===== src/rtl/hw_lock_arbiter.sv =====
// Hardware lock table for the OmpSs manager: grants each lock id to one accelerator at a time
// and answers lock requests with an OK/REJECT ack addressed back to the requester.
module hw_lock_arbiter #(
    parameter int LOCK_ID_BITS = 8,
    parameter int ACC_ID_BITS  = 4
) (
    input  logic                    clk,
    input  logic                    rstn,
    input  logic [63:0]             in_tdata,
    input  logic                    in_tvalid,
    output logic                    in_tready,
    input  logic [ACC_ID_BITS-1:0]  in_tid,
    input  logic                    in_tlast,
    output logic [63:0]             out_tdata,
    output logic                    out_tvalid,
    input  logic                    out_tready,
    output logic [ACC_ID_BITS-1:0]  out_tdest,
    output logic                    out_tlast,
    input  logic                    clear_all,
    output logic [LOCK_ID_BITS:0]   locks_held,
    output logic                    err,
    input  logic                    err_clr
);

    localparam int NUM_LOCKS = 2 ** LOCK_ID_BITS;
    localparam logic [7:0] CMD_LOCK_CODE   = 8'h04;
    localparam logic [7:0] CMD_UNLOCK_CODE = 8'h06;
    localparam logic [7:0] ACK_OK_CODE     = 8'h01;
    localparam logic [7:0] ACK_REJECT_CODE = 8'h00;
    localparam logic [LOCK_ID_BITS:0] HELD_ONE = 1;

    typedef enum logic [1:0] {IDLE, ACK, DRAIN} state_t;

    state_t                  state;
    logic                    active;
    logic                    drain_after_ack;
    logic [NUM_LOCKS-1:0]    taken;
    logic [ACC_ID_BITS-1:0]  owner [NUM_LOCKS];

    logic                    accept;
    logic                    hdr_accept;
    logic [7:0]              cmd;
    logic [LOCK_ID_BITS-1:0] lock_id;
    logic                    entry_taken;
    logic                    owner_match;
    logic                    unlock_ok;
    logic                    err_set;
    logic                    unused_bits;

    assign cmd         = in_tdata[7:0];
    assign lock_id     = in_tdata[8 +: LOCK_ID_BITS];
    assign unused_bits = ^in_tdata[63:8+LOCK_ID_BITS];

    // The active flop keeps in_tready low through reset; in IDLE a clear_all pulse
    // blocks acceptance so a new grant can never race the table wipe.
    assign in_tready  = active && (((state == IDLE) && !clear_all) || (state == DRAIN));
    assign accept     = in_tvalid && in_tready;
    assign hdr_accept = accept && (state == IDLE);
    assign out_tlast  = out_tvalid;

    assign entry_taken = taken[lock_id];
    assign owner_match = (owner[lock_id] == in_tid);
    assign unlock_ok   = entry_taken && owner_match;

    assign err_set = hdr_accept &&
                     (!in_tlast ||
                      ((cmd == CMD_UNLOCK_CODE) && !unlock_ok) ||
                      ((cmd != CMD_LOCK_CODE) && (cmd != CMD_UNLOCK_CODE)));

    always_ff @(posedge clk or negedge rstn) begin
        if (!rstn) begin
            state           <= IDLE;
            active          <= 1'b0;
            drain_after_ack <= 1'b0;
            taken           <= '0;
            for (int i = 0; i < NUM_LOCKS; i++) begin
                owner[i] <= '0;
            end
            out_tdata       <= '0;
            out_tvalid      <= 1'b0;
            out_tdest       <= '0;
            locks_held      <= '0;
            err             <= 1'b0;
        end else begin
            active <= 1'b1;

            if (err_set) begin
                err <= 1'b1;
            end else if (err_clr) begin
                err <= 1'b0;
            end

            case (state)
                IDLE: begin
                    if (hdr_accept) begin
                        if (cmd == CMD_LOCK_CODE) begin
                            if (!entry_taken) begin
                                taken[lock_id] <= 1'b1;
                                owner[lock_id] <= in_tid;
                                locks_held     <= locks_held + HELD_ONE;
                            end
                            out_tdata <= {{(56-LOCK_ID_BITS){1'b0}}, lock_id,
                                          entry_taken ? ACK_REJECT_CODE : ACK_OK_CODE};
                            out_tdest       <= in_tid;
                            out_tvalid      <= 1'b1;
                            drain_after_ack <= !in_tlast;
                            state           <= ACK;
                        end else begin
                            if ((cmd == CMD_UNLOCK_CODE) && unlock_ok) begin
                                taken[lock_id] <= 1'b0;
                                locks_held     <= locks_held - HELD_ONE;
                            end
                            if (!in_tlast) begin
                                state <= DRAIN;
                            end
                        end
                    end
                end
                ACK: begin
                    if (out_tready) begin
                        out_tvalid <= 1'b0;
                        state      <= drain_after_ack ? DRAIN : IDLE;
                    end
                end
                DRAIN: begin
                    if (accept && in_tlast) begin
                        state <= IDLE;
                    end
                end
                default: state <= IDLE;
            endcase

            // Overrides any table update above; a pending ack is left untouched.
            if (clear_all) begin
                taken      <= '0;
                locks_held <= '0;
            end
        end
    end

endmodule


===== config.mk =====
export PLATFORM = sky130hd
export DESIGN_NAME = hw_lock_arbiter
export DESIGN_NICKNAME = d
export VERILOG_FILES = /design/src/rtl/hw_lock_arbiter.sv
export SDC_FILE = /design/constraint.sdc
export NUM_CORES = 2
export LEC_CHECK = 0
export CORE_MARGIN = 5
export CORE_UTILIZATION = 30
export DETAILED_ROUTE_END_ITERATION = 7
export PLACE_DENSITY = 0.53
export SETUP_SLACK_MARGIN = 0.4
export SYNTH_ARGS = -nofsm -noshare
export SYNTH_HDL_FRONTEND = slang
export SYNTH_SLANG_ARGS = --single-unit

===== constraint.sdc =====
create_clock -name clk -period 8.85 [get_ports clk]
set_input_delay 1.77 -clock clk [delete_from_list [all_inputs] [get_ports clk]]
set_output_delay 1.77 -clock clk [all_outputs]
set_load 0.01 [all_outputs]

## After elaboration in Yosys (flattened, before gate mapping)

Index checks and enable logic that the tools add are counted.

| cells by class | value |
|---|---|
| $mul | 0 |
| equal/unequal tests | 13 |
| reductions and logical operators | 29 |
| divide/modulo/power cells | 0 |
| order comparisons | 4 |
| shift-type cells | 0 |
| bitwise logic cells | 5 |
| multiplexer cells | 36 |
| add/sub/neg operators | 2 |

Operator list:

| kind | number |
|---|---|
| $mux 256 | 6 |
| $bwmux 1024 | 1 |
| $and 256x256->256 | 1 |
| $not 256->256 | 1 |
| $or 256x256->256 | 1 |
| $mux 9 | 6 |
| $bmux 4 s8 | 1 |
| $demux 4 s8 | 1 |
| $eq 8x3->1 const B | 2 |
| $ne 8x3->1 const B | 2 |
| $reduce_and 4->1 | 4 |
| $logic_and 1x1->1 | 12 |
| $mux 2 | 6 |
| $mux 4 | 3 |
| $add 9x1->9 const B | 1 |
| $ge 9x9->1 const B | 1 |
| $lt 8x9->1 const B | 1 |
| $lt 9x1->1 const B | 1 |
| $not 8->9 | 1 |
| $sub 9x1->9 const B | 1 |
| $bmux 1 s8 | 1 |
| $demux 1 s8 | 1 |
| $ge 8x1->1 const B | 1 |
| $mux 1 | 8 |
| 16 further kinds | 25 |

| word-level totals | value |
|---|---|
| bits in writable memories | 0 |
| register bits after elaboration | 1315 |
| bits in latches | 0 |
| memories | 0 |
| ROM bits | 0 |

## Depth between registers and ports, before layout

| logic depth | value |
|---|---|
| depth in word-level cells | 12 |
| depth in mapped cells | 19 |
| gate-level depth less buffers | 14 |

## Least setup slack after synthesis

Ideal clock, no wire load.

| timing | value |
|---|---|
| kind | in2reg |
| from | input port in_tdata[9] |
| to | register taken[100] |
| arrival time | 5126 ps |
| buffers on the path | 8 |
| path slack | 3586 ps |
| data required time | 8712 ps |
| stages on the path | 15 |
| path through | buf_2 -> buf_2 -> buf_2 -> buf_1 -> clkbuf_1 -> mux4_2 -> a311oi_1 -> nand4_1 -> o41ai_1 -> o2111ai_1 -> o31ai_1 -> buf_2 -> buf_6 -> buf_6 -> a211oi_1 |

| on the way | value |
|---|---|
| longest elaborated chain between the ends | 11 |
| elaborated cells on any way between the ends | 26 |
| classes of those cells | 2 x order compare; 2 x eq/ne; 13 x mux; 4 x bitwise; 5 x reduce/logical |

Ends and longest elaborated chain:

| what | RTL line | source |
|---|---|---|
| start: declaration | 9 | `input logic [63:0] in_tdata,` |
| $lt 8x9->1 (not written as such) / $ge 8x1->1 (equally long branches) | 98, 110 |  |
| $logic_and 1x1->1 (not written as such) | 98, 110 |  |
| $mux 1 (not written as such) | 98, 110 |  |
| $demux 1 s8 | 98, 110 |  |
| $not 256->256 (no line) | n/a |  |
| $and 256x256->256 (no line) | n/a |  |
| $mux 256 | 109 | `if ((cmd == CMD_UNLOCK_CODE) && unlock_ok) begin` |
| $mux 256 | 96 | `if (cmd == CMD_LOCK_CODE) begin` |
| $mux 256 | 95 | `if (hdr_accept) begin` |
| $mux 256 | 93 | `case (state)` |
| $mux 256 | 134 | `if (clear_all) begin` |
| end signal: indexed assignment | 98 | `taken[lock_id] <= 1'b1;` |
| end signal: indexed assignment | 110 | `taken[lock_id] <= 1'b0;` |
| end signal: assignment | 135 | `taken <= '0;` |
| end: declaration | 37 | `logic [NUM_LOCKS-1:0] taken;` |

Several ways; a longest one is shown, not always the timed one. The select of a mux whose other input is x is not followed.
A chain may end at the register's enable or synchronous reset.

## Final worst setup path

| timing | value |
|---|---|
| from | input port in_tdata[8] |
| to | register owner[514] (netlist bit) |

| on the way | value |
|---|---|
| longest elaborated chain between the ends | 6 |
| elaborated cells on any way between the ends | 11 |
| classes of those cells | 2 x order compare; 5 x mux; 2 x bitwise; 2 x reduce/logical |

Ends and longest elaborated chain:

| what | RTL line | source |
|---|---|---|
| $not 8->9 (not written as such) | 99 | `owner[lock_id] <= in_tid;` |
| $ge 9x9->1 (not written as such) / $lt 9x1->1 (equally long branches) | 99 |  |
| $logic_and 1x1->1 (not written as such) | 99 |  |
| $mux 4 (not written as such) | 99 |  |
| $demux 4 s8 | 99 |  |
| $bwmux 1024 | 99 |  |
| end signal: indexed assignment | 99 |  |
| end: declaration | 38 | `logic [ACC_ID_BITS-1:0] owner [NUM_LOCKS];` |

Several ways; a longest one is shown, not always the timed one. The select of a mux whose other input is x is not followed.

==> impl_metrics.toml <==
[die]
die_h_um = 476
initial_core_util_pct = 30.1
core_area_um2 = 217000
ios = 156
rows = 171
dieArea_um2 = 227000
die_w_um = 476

[sta]
slew_headroom_pct = 7.50
hold_ws_ns = 0.483
fmax_mhz = 152
finClkSkew_ns = 0.0329
tightest_slew_ns = 1.35
finalCritPeriodShare_pct = 74.1
setup_viol = 0
fin_crit_ns = 6.56
fin_tns_setup_ns = 0
slew_violations = 0
rsz0062_at_grt = "false"
final_hold_viol_count = 0

[synthesis]
synthTopCellsByCount = "dfrtp_1, mux2_2, clkbuf_1"
synth.area.top_cells = "dfrtp_1, mux2_2, mux4_2, a211oi_1, mux2_4"
avgSynthCellArea_um2 = 13.3
async_reset_ff_share_pct = 100
netlist_area_um2 = 65100
seq_area_frac_synth_pct = 50.3
syn_inst = 4900
synth_area_leader_cell = "dfrtp_1"
synth_edf_count = 0
synth_ff_type = "dfrtp_1"
yosysMostFrequentCell = "dfrtp_1"
ys_warn_count = 0
yosys.area.top_type_share_pct = 50.3
ys_seq_elements = 1308
synth_cell_types = 80

[cells_and_area]
fillers = 21100
seq_area_um2 = 32700
layout-drive-gt1-share_pct = 35.9
nets = 4856
multi_input_area_um2 = 30000
layout.cells.non_filler = 7745
synthToLayoutAreaGrowth_pct = 12.7

[global_route]
grt_usage_pct = 18.3
grt_pass1_wl_mm = 312
grt_max_degree = 184
first_global_vias = 44500
grt_overflow = 0
antenna_found_initial = 6

[drt]
dr.pass1.iters = 8
antenna_left = 0
wl_per_cell_um = 27.0
viasPerCell = 5.60
drt_iter0_drc = 3500
post-route-drc-count = 0
wl_mm = 209
vias = 43300

[power]
p_seq_share_pct = 46.1
total_leakage_power_nw = 33.9
clkPwrFrac_pct = 47.9
switching_share_pct = 24.6
p_int_mw = 9.80
finalPower_mw = 13.0
combPwrFrac_pct = 6.0
switchingPower_mw = 3.20
p_per_area_nw_per_um2 = 177
peakVddDrop_v = 0.000164

[placed_design]
place.gp.congestion = 0.823
dp_cells = 7480
dp_hpwl_mm = 127
numPortBuffers = 52

[clock_tree]
cts_tree = "yes"
cts_htree_levels = 4
post_cts_buffers = 0
root_buffer = "clkbuf_16"
cts_resized = 0
cts_hold_buf = 0
numCtsBuffers = 145
insertion_delay_ns = 0.80
clockBufferDepth = 3
numClockSinks = 1308
clkSlewWorstSetupHoldPaths_ns = 0.06

[setup_path]
arrival_ns = 7.21
worst_setup_path_end_kind = "flip-flop"
critical_path.max_stage_delay_ns = 0.98
critical_path.max_fanout = 75
path_class = "in -> reg"
critical_path.startpoint_type = "input port"
critPathRequiredTime_ns = 9.50
slowest_stage = "nor3_2"
worst-path-buf-inv = 3
path_cells = "buf_8 -> buf_12 -> mux4_2 -> a22oi_1 -> a21oi_1 -> or4_1 -> a31o_2 -> buf_4 -> nor3_2 -> nand2_1 -> mux2_2"
cp_top_family = "simple AND/OR/NAND/NOR gates"

[outcome]
status = "completed"

[job]
cap_violations = 0

[min_path]
min_path_type = "reg -> reg"
[registers in the layout (all words and copies together), names as in the netlist]
register and flops:
active 1, err 1, locks_held 9, out_tdata 9, taken 256, out_tlast 1
out_tdest 4, drain_after_ack 1, owner 1024, state 2
[cell usage in the layout, fill, tap and decap left out, drive strengths merged, types with 5 or more instances in the layout]
cell type	netlist	final
and3	6	6
or4	5	5
a221oi	10	10
mux2i	130	130
clkinv	4	38
ha	7	7
a2111oi	9	9
a22oi	68	68
mux2	1045	1045
o22ai	23	23
mux4	278	278
or3	8	8
a211oi	262	262
nand2b	10	10
nor2	46	46
bufinv	0	9
dfrtp	1308	1308
clkdlybuf4s50	0	40
buf	215	176
conb	2	56
a22o	8	8
nor2b	15	15
nor3	289	289
a21oi	37	37
o21ai	26	26
nand4	10	10
or2	5	5
a311oi	5	5
o41ai	5	5
inv	18	25
o2111ai	5	5
nand2	346	346
a31oi	260	260
nor4	5	5
nand3	30	30
clkbuf	334	218
[power by group through the flow]
stage               clock (mW)  sequential [mW]  combinational, mW
floorplan                    0             6.10              0.384
global placement             0             6.10              0.782
detailed placement           0             6.10              0.788
CTS                       6.36             5.99              0.789
global route              6.60             5.98              0.833
finish                    6.23             5.99              0.786
[final timing paths]
| path | slack (ns) | end | from | cells past startpoint |
|---|---|---|---|---|
| max | 2.29 | owner[514] | in_tdata[8] | 11 |
| min | 0.48 | out_tdest[3] | out_tdest[3] | 2 |
| max reg2reg | 3.78 | owner[514] | taken[171] | 10 |
| min reg2reg | 0.48 | out_tdest[3] | out_tdest[3] | 2 |
| max in group asynchronous | 5.68 | owner[1020] | rstn | 3 |
| min in group asynchronous | 1.01 | owner[82] | rstn | 1 |
[cells by family (layout without fill, tap and decap cells)]
family                   Yosys count  after routing  synth area share [%]
buffers and inverters            571            506                  4.40
flip-flops                      1308           1308                  50.3
AO/OA/AOI/OAI                    757            757                  8.10
XOR/XNOR                           4              4                0.0538
multiplexers                    1453           1453                  30.4
other                              2             58                0.0115
AND/OR/NAND/NOR                  797            797                  6.60
adder cells (fa/ha/maj)            8              8                 0.165
[final cells by class]
type / instances / share of cell area, %
sequential: 1308 / 44.6
tap: 2854 / 4.86
clock inverter: 50 / 0.784
multi-input combinational: 3075 / 40.8
inverter: 22 / 0.116
timing repair buffer: 221 / 2.94
clock buffer: 213 / 5.88
antenna: 2 / 0.00682
[tightest hold or removal path: stages (launching register included)]
cell	delay, ns
dfrtp_1	0.34
nand2_1	0.04
o21ai_0	0.06
[stage by stage]
step / utilization, % / setup WS (ns) / cell area [µm²]
floorplan: - / 3.59 / 65300
global placement: 31.6 / 1.50 / 68500
detailed placement: 31.6 / 1.46 / 68500
CTS: 33.9 / 2.30 / 73400
global route: 33.9 / 2.04 / 73400
finish: 33.9 / 2.29 / 73400
[per-layer routing]
layer	up-vias	GRT usage, %	part of all wire (%)
met4	6	7.53	4.2
met3	422	3.53	6.9
met5	-	0	0.020
li1	18200	-	-
met1	23100	24.8	42
met2	1668	28.8	46
Power figures use the tool's default switching activity.
